**config.mk**
```make
export PLATFORM = sky130hd
export DESIGN_NAME = spdif_subframe_scheduler
export DESIGN_NICKNAME = d
export VERILOG_FILES = /design/src/rtl/spdif_subframe_scheduler.sv
export SDC_FILE = /design/constraint.sdc
export NUM_CORES = 1
export LEC_CHECK = 0
export BUFFER_PORTS_ARGS = -buffer_cell sky130_fd_sc_hd__buf_2
export CAP_MARGIN = 20
export CORE_AREA = 2 2 101 103
export CTS_CLUSTER_SIZE = 30
export DETAILED_ROUTE_END_ITERATION = 12
export DIE_AREA = 0 0 103 105
export GPL_TIMING_DRIVEN = 0
export PLACE_DENSITY_LB_ADDON = 0.3
export SYNTH_ARGS = -nofsm -noshare
export SYNTH_HDL_FRONTEND = slang
export SYNTH_SLANG_ARGS = --single-unit
```
**constraint.sdc**
```tcl
create_clock -name clk -period 2.7 [get_ports clk]
set_clock_uncertainty 0.05 [all_clocks]
set_input_delay 0.135 -clock clk [delete_from_list [all_inputs] [get_ports clk]]
set_output_delay 0.135 -clock clk [all_outputs]
set_load 0.01 [all_outputs]
```
**src/rtl/spdif_subframe_scheduler.sv**
```systemverilog
// spdif_subframe_scheduler: S/PDIF block/subframe sequencer with one-entry
// per-channel sample buffers and a registered subframe descriptor output.
module spdif_subframe_scheduler #(
   parameter int SLOTS  = 32,
   parameter int FRAMES = 192
) (
   input  logic        clk,
   input  logic        rst,
   input  logic        en,
   input  logic        bit_tick,
   input  logic [19:0] a_data,
   input  logic        a_valid,
   output logic        a_ready,
   input  logic [19:0] b_data,
   input  logic        b_valid,
   output logic        b_ready,
   input  logic [23:0] cs_word,
   input  logic        user_bit,
   output logic        sf_start,
   output logic [19:0] sf_data,
   output logic [1:0]  sf_pre,
   output logic        sf_v,
   output logic        sf_u,
   output logic        sf_c,
   output logic [7:0]  frame_idx,
   output logic        underrun,
   output logic        busy
);
   localparam int SW = $clog2(SLOTS);
   typedef enum logic {IDLE, RUN} state_t;
   state_t      state_q, state_d;
   logic [SW-1:0] slot_q, slot_d;
   logic        ch_q, ch_d;
   logic [7:0]  frame_q, frame_d;
   logic        a_full_q, a_full_d, b_full_q, b_full_d;
   logic [19:0] a_buf_q, a_buf_d, b_buf_q, b_buf_d;
   logic        sf_start_q, sf_start_d, underrun_q, underrun_d;
   logic [19:0] sf_data_q, sf_data_d;
   logic [1:0]  sf_pre_q, sf_pre_d;
   logic        sf_v_q, sf_v_d, sf_u_q, sf_u_d, sf_c_q, sf_c_d;
   logic [7:0]  sf_frame_q, sf_frame_d;
   logic        issue, last_slot, sel_full;
   always_comb begin
      state_d    = state_q;
      slot_d     = slot_q;
      ch_d       = ch_q;
      frame_d    = frame_q;
      sf_start_d = 1'b0;
      underrun_d = 1'b0;
      sf_data_d  = sf_data_q;
      sf_pre_d   = sf_pre_q;
      sf_v_d     = sf_v_q;
      sf_u_d     = sf_u_q;
      sf_c_d     = sf_c_q;
      sf_frame_d = sf_frame_q;
      issue      = 1'b0;
      last_slot  = slot_q == SW'(SLOTS - 1);
      sel_full   = ch_q ? b_full_q : a_full_q;
      if (state_q == IDLE) begin
         slot_d  = '0;
         ch_d    = 1'b0;
         frame_d = '0;
         if (en && bit_tick) begin
            state_d = RUN;
            issue   = 1'b1;
         end
      end else if (bit_tick) begin
         slot_d = last_slot ? '0 : slot_q + SW'(1);
         // Stopping is only honoured at an A boundary so a started frame always completes.
         if (last_slot && !ch_q && !en) begin
            state_d = IDLE;
            frame_d = '0;
         end else if (last_slot) begin
            issue = 1'b1;
         end
      end
      if (issue) begin
         sf_start_d = 1'b1;
         sf_frame_d = frame_q;
         sf_pre_d   = ch_q ? 2'b10 : (frame_q == '0 ? 2'b00 : 2'b01);
         sf_c_d     = frame_q < 8'd24 ? cs_word[frame_q[4:0]] : 1'b0;
         sf_u_d     = user_bit;
         sf_data_d  = sel_full ? (ch_q ? b_buf_q : a_buf_q) : '0;
         sf_v_d     = !sel_full;
         underrun_d = !sel_full;
         ch_d       = !ch_q;
         if (ch_q) frame_d = frame_q == 8'(FRAMES - 1) ? '0 : frame_q + 8'd1;
      end
      // Capture only into an empty buffer and consume only from a full one, so they never collide.
      a_full_d = a_full_q ? !(issue && !ch_q) : a_valid;
      b_full_d = b_full_q ? !(issue && ch_q) : b_valid;
      a_buf_d  = (a_valid && !a_full_q) ? a_data : a_buf_q;
      b_buf_d  = (b_valid && !b_full_q) ? b_data : b_buf_q;
   end
   always_ff @(posedge clk) begin
      if (!rst) begin
         state_q    <= IDLE;
         slot_q     <= '0;
         ch_q       <= 1'b0;
         frame_q    <= '0;
         a_full_q   <= 1'b0;
         b_full_q   <= 1'b0;
         a_buf_q    <= '0;
         b_buf_q    <= '0;
         sf_start_q <= 1'b0;
         underrun_q <= 1'b0;
         sf_data_q  <= '0;
         sf_pre_q   <= 2'b00;
         sf_v_q     <= 1'b0;
         sf_u_q     <= 1'b0;
         sf_c_q     <= 1'b0;
         sf_frame_q <= '0;
      end else begin
         state_q    <= state_d;
         slot_q     <= slot_d;
         ch_q       <= ch_d;
         frame_q    <= frame_d;
         a_full_q   <= a_full_d;
         b_full_q   <= b_full_d;
         a_buf_q    <= a_buf_d;
         b_buf_q    <= b_buf_d;
         sf_start_q <= sf_start_d;
         underrun_q <= underrun_d;
         sf_data_q  <= sf_data_d;
         sf_pre_q   <= sf_pre_d;
         sf_v_q     <= sf_v_d;
         sf_u_q     <= sf_u_d;
         sf_c_q     <= sf_c_d;
         sf_frame_q <= sf_frame_d;
      end
   end
   assign a_ready   = !a_full_q;
   assign b_ready   = !b_full_q;
   assign sf_start  = sf_start_q;
   assign sf_data   = sf_data_q;
   assign sf_pre    = sf_pre_q;
   assign sf_v      = sf_v_q;
   assign sf_u      = sf_u_q;
   assign sf_c      = sf_c_q;
   assign frame_idx = sf_frame_q;
   assign underrun  = underrun_q;
   assign busy      = state_q == RUN;
endmodule

```
## Word level (Yosys, flattened, before mapping)

Cells that the tools add are included.

- Muxes and demuxes: 28
- Reduce and logical (&&, ||, !) cells: 17
- Equal/unequal tests: 3
- Add/sub/neg operators: 2
- $lt $le $gt $ge: 2

Operators with widths:

| kind | count |
|---|---|
| 8-bit 2-to-1 mux | 6 |
| 20-bit 2-to-1 mux | 2 |
| 1-bit 2-to-1 mux | 17 |
| 8-bit by 1-bit adder with 8-bit output (second input constant) | 1 |
| 8-bit == test (second input constant) | 1 |
| 8-bit logical NOT | 1 |
| 8-bit by 5-bit less-than comparator with 1-bit output (second input constant) | 1 |
| 1-bit logical AND | 7 |
| 1-bit logical NOT | 7 |
| 5-bit by 6-bit less-than comparator with 1-bit output (second input constant) | 1 |
| 5-bit by 1-bit adder with 5-bit output (second input constant) | 1 |
| 1-bit binary-select mux with 5-bit select | 1 |
| 5-bit == test (second input constant) | 1 |
| 5-bit 2-to-1 mux | 1 |
| 2-bit AND reduction | 2 |
| 2-bit 2-to-1 mux | 1 |
| 2-bit by 1-bit != test with 1-bit output (second input constant) | 1 |

- Word-level logic and storage cells: 68
- Input bits: 71
- Register bits after elaboration: 92

## Longest topological paths before layout

- Word-level depth: 9
- Gate-level depth with buffers: 8
- Mapped depth without buffers: 7

## Worst setup path after synthesis

OpenSTA, ideal clock, no wires.

- Path type: reg-to-reg
- Start point: register slot_q[0]
- End point: register frame_q[3]
- Cell stages (with the launch flop): 9
- Setup slack: 690 ps
- Arrival time: 1842 ps
- Data required time: 2531 ps
- Cells stage by stage: dfxtp_1 > ha_1 > and3_1 > ha_1 > mux2i_1 > or2_0 > clkbuf_1 > nor3_1 > o221a_2

- Word-level cells in the longest chain between the ends: 8

RTL lines:

| element | RTL line | RTL |
|---|---|---|
| start, declared | 32 | `logic [SW-1:0] slot_q, slot_d;` |
| start signal, assigned | 115 | `slot_q <= slot_d;` |
| 5-bit == test (*) | 57 | `last_slot = slot_q == SW'(SLOTS - 1);` |
| 1-bit logical AND (2 in a row) | 70 | `if (last_slot && !ch_q && !en) begin` |
| 8-bit 2-to-1 mux | 70 |  |
| 8-bit 2-to-1 mux | 67 | `end else if (bit_tick) begin` |
| 8-bit 2-to-1 mux | 59 | `if (state_q == IDLE) begin` |
| 8-bit 2-to-1 mux | 87 | `if (ch_q) frame_d = frame_q == 8'(FRAMES - 1) ? '0 : frame_q + 8'd1;` |
| 8-bit 2-to-1 mux (*) | 77 | `if (issue) begin` |
| end signal, assigned | 117 | `frame_q <= frame_d;` |
| end, declared | 34 | `logic [7:0] frame_q, frame_d;` |

Every way passes the cells marked *; elsewhere a longest branch is shown, timed or not.
A chain may end at the register's enable or synchronous reset.

## Final worst setup path

- Start point: register slot_q[0]
- End point: register sf_data_q[10] (netlist: sf_data[10])

- Word-level cells in the longest chain between the ends: 6

RTL lines:

| element | RTL line | RTL |
|---|---|---|
| 5-bit == test (*) | 57 |  |
| 1-bit logical AND (2 in a row) | 70 |  |
| 1-bit 2-to-1 mux (*) | 70 |  |
| 1-bit 2-to-1 mux (*) | 67 |  |
| 1-bit 2-to-1 mux (*) | 59 |  |
| end signal, assigned | 124 | `sf_data_q <= sf_data_d;` |
| end, declared | 38 | `logic [19:0] sf_data_q, sf_data_d;` |

Marked as above.

==> reports/results.ini <==
[run_status]
status=finished, final reports clean

[routing]
wl_per_cell_um=13.85
drt-initial-drc-count=146
via_per_inst=4.906
drc=0
drt_first_pass_iters=4
wl_um=10420
ant_nets=0
vias=3689

[clock_tree]
cts_buffers=9
clkTransAtPathRegs_ns=0.09
clock-root-buffer=clkbuf_8
cts_tree=yes
clkSinkCount=92
clockBufferDepth=2
clock_latency_ns=0.37
cts_max_level=3

[floorplan]
start_util_pct=39.37
die_w_um=103
ios=109
rows=36
core-area_um2=9639
dieArea_um2=10820
die_h_um=105

[critical_path]
cp-startpoint=slot_q[0]$_SDFFE_PN0P_
path_cells=ha_1 > and3_1 > ha_1 > nand2b_1 > nand3_1 > or3_1 > clkbuf_1 > o21ai_0
crit_slowest_cell=or3_1
slowest_delay_ns=0.44
worstPathRequired_ns=2.94
reg2reg_from=slot_q[0]$_SDFFE_PN0P_
worstPathArrival_ns=2.67
path_max_fanout=10
worstSetupEndpointType=flip-flop
start_kind=flip-flop
worstSetupPathType=flip-flop to flip-flop
crit_top_cell=ha_1

[grt]
overflow=0
grt_pass1_wl_um=16640
antenna_found_initial=0
groute.usage.overall_pct=19.72
grt_pass1_vias=3570
grt_max_degree=16

[logic_synthesis]
yosysSeqAreaShare_pct=48.53
yosys_warnings=0
synth-seq-cells=92
synth_most_common_cell=nand2_1
synthesis.area_um2=3795
yosysTopAreaCell=dfxtp_1
syn_inst=452
synth_area_leaders=dfxtp_1 (49%), nand2_1 (13%), a21oi_1 (7.8%)
synth_edf_count=0
postSynth.asyncResetShare_pct=0
synth_nets=527
yosysTopAreaCellShare_pct=48.53
post_synth_num_cell_types=43
ys.flop_type=dfxtp_1
avgSynthCellArea_um2=8.396
synthTopCellsByCount=nand2_1 (135), dfxtp_1 (92), a21oi_1 (59)

[timing]
layout_min_cycle_time_ns=2.428
timing.fmax_mhz=411.9
tns_ns=0
relSlewSlack_pct=29.47
worstMarginPinSlew_ns=1.043
drv_slew=0
rsz0062_at_grt=no
period_share_pct=89.92
finalHoldViolations=0
setup_viol=0

[power_and_ir_drop]
switching_share_pct=26.07
combPwrFrac_pct=12.1
seqPwrFrac_pct=54.3
internal_power_w=0.001943
vdd_drop_max_mv=0.2858
p_sw_w=0.0006854
clockPowerShare_pct=33.6
pwr_density_cell_nw_per_um2=513.4
p_leak_nw=2.081

[place]
finalWeightedCongestion=0.8242
dpl_cell_area_um2=4502
hpwl_um=7390
place.port_buffers=108

[hold_path]
min-delay-start=rst
hold_class=primary input to flip-flop

[final_layout]
syn_to_final_growth_pct=34.92
num_antenna_cells=0
drive_above_1_share_pct=21.81
num-nets-final=689
fin_area_um2=5120

[flow_run]
maxCapViolations=0

-- logic make-up (layout without fill, tap and decap cells) --
group / count (synthesis) / after routing / synth area share [%]
AND/OR/NAND/NOR: 180 / 180 / 19.85
AO/OA/AOI/OAI: 101 / 101 / 14.90
flip-flops: 92 / 92 / 48.53
buffers and inverters: 38 / 205 / 4.088
multiplexers: 34 / 34 / 10.62
adder cells (fa/ha/maj): 4 / 4 / 1.319
XOR/XNOR: 3 / 3 / 0.6925
-- path summary, 6_finish.rpt --
path                                                  to  slack (ns)  depth (start not counted)
worst min register to register  sf_data[13]$_SDFFE_PN0P_        0.40                          2
worst max register to register  sf_data[10]$_SDFFE_PN0P_        0.27                          8
worst min-delay path                   ch_q$_SDFFE_PN0P_        0.03                          2
worst max-delay path            sf_data[10]$_SDFFE_PN0P_        0.27                          8
-- placed cells by master (no fill, tap or decap), types with 2 or more instances in the layout --
cell,instances
nor4b_1,2
clkbuf_1,24
nor2b_1,3
xor2_1,2
nand2b_1,2
buf_1,5
nor3_1,4
nand3b_1,2
o21ai_0,25
nor2_1,13
ha_1,4
clkinvlp_4,2
and3_1,5
nand2_1,135
a311oi_1,2
inv_1,4
clkbuf_8,11
a21oi_1,59
nand3_1,5
o21a_1,3
buf_2,112
dfxtp_1,92
nor4_1,2
mux2i_1,29
mux4_2,5
or3_1,3
dlygate4sd3_1,43
-- through the flow --
| stage | setup WS, ns | utilization, % | total power, W | cells | hold slack, ns |
|---|---|---|---|---|---|
| CTS | 0.2804 | 53.12 | 0.002648 | 752 | 0.01304 |
| global route | 0.01573 | 53.12 | 0.002746 | 752 | 0.01936 |
| global placement | 0.4050 | 46.70 | 0.001721 | 693 | 0.3285 |
| detailed placement | 0.3030 | 46.70 | 0.001729 | 693 | 0.3305 |
| finish | 0.2722 | 53.12 | 0.002629 | 752 | 0.02935 |
| floorplan | 0.6897 | - | 0.001608 | 452 | 0.2025 |
-- repair_timing --
action	in CTS	in global routing
endpoints found under the hold margin	43	0
gates resized for setup	0	0
hold buffers	43	0
setup buffers	0	0
-- worst max-delay path: cells and delay by family (launching register included) --
family	cells	cell delay, ns
simple gates	4	1.02
flops	1	0.38
fa+ha+maj	2	0.38
buf+inv	1	0.27
compound gates	1	0.25
-- layout make-up --
class | count | area, um^2
plain buffers | 33 | 136.4
clock buffers | 12 | 155.1
clock inverters | 4 | 32.53
fillers | 935 | 4519
inverters | 5 | 18.77
multi-input cells | 322 | 1798
flip-flops and latches | 92 | 1842
well taps | 133 | 166.4
repair buffers | 151 | 970.9
-- power groups by stage --
| stage | combinational, W | clock, W | sequential, W |
|---|---|---|---|
| after detailed placement | 0.000270 | 0 | 0.00146 |
| final | 0.000317 | 0.000884 | 0.00143 |
| after CTS | 0.000317 | 0.000903 | 0.00143 |
| after global placement | 0.000264 | 0 | 0.00146 |
| after global routing | 0.000352 | 0.000960 | 0.00143 |
| after floorplan | 0.000152 | 0 | 0.00146 |
-- flip-flops by register name (all words and copies together) (netlist names), 2 cells and up --
register,count
frame_idx,8
frame_q,8
a_buf_q,20
sf_data,20
b_buf_q,20
slot_q,5
sf_pre,2
-- per-layer routing --
layer	GRT usage [%]	vias up	wire (um)
li1	-	1860	-
met1	25.19	1698	4547
met2	32.37	119	5132
met3	3.478	12	598
met4	8.177	0	140
met5	0	-	0
No activity file was read; power rests on OpenSTA's default activity.
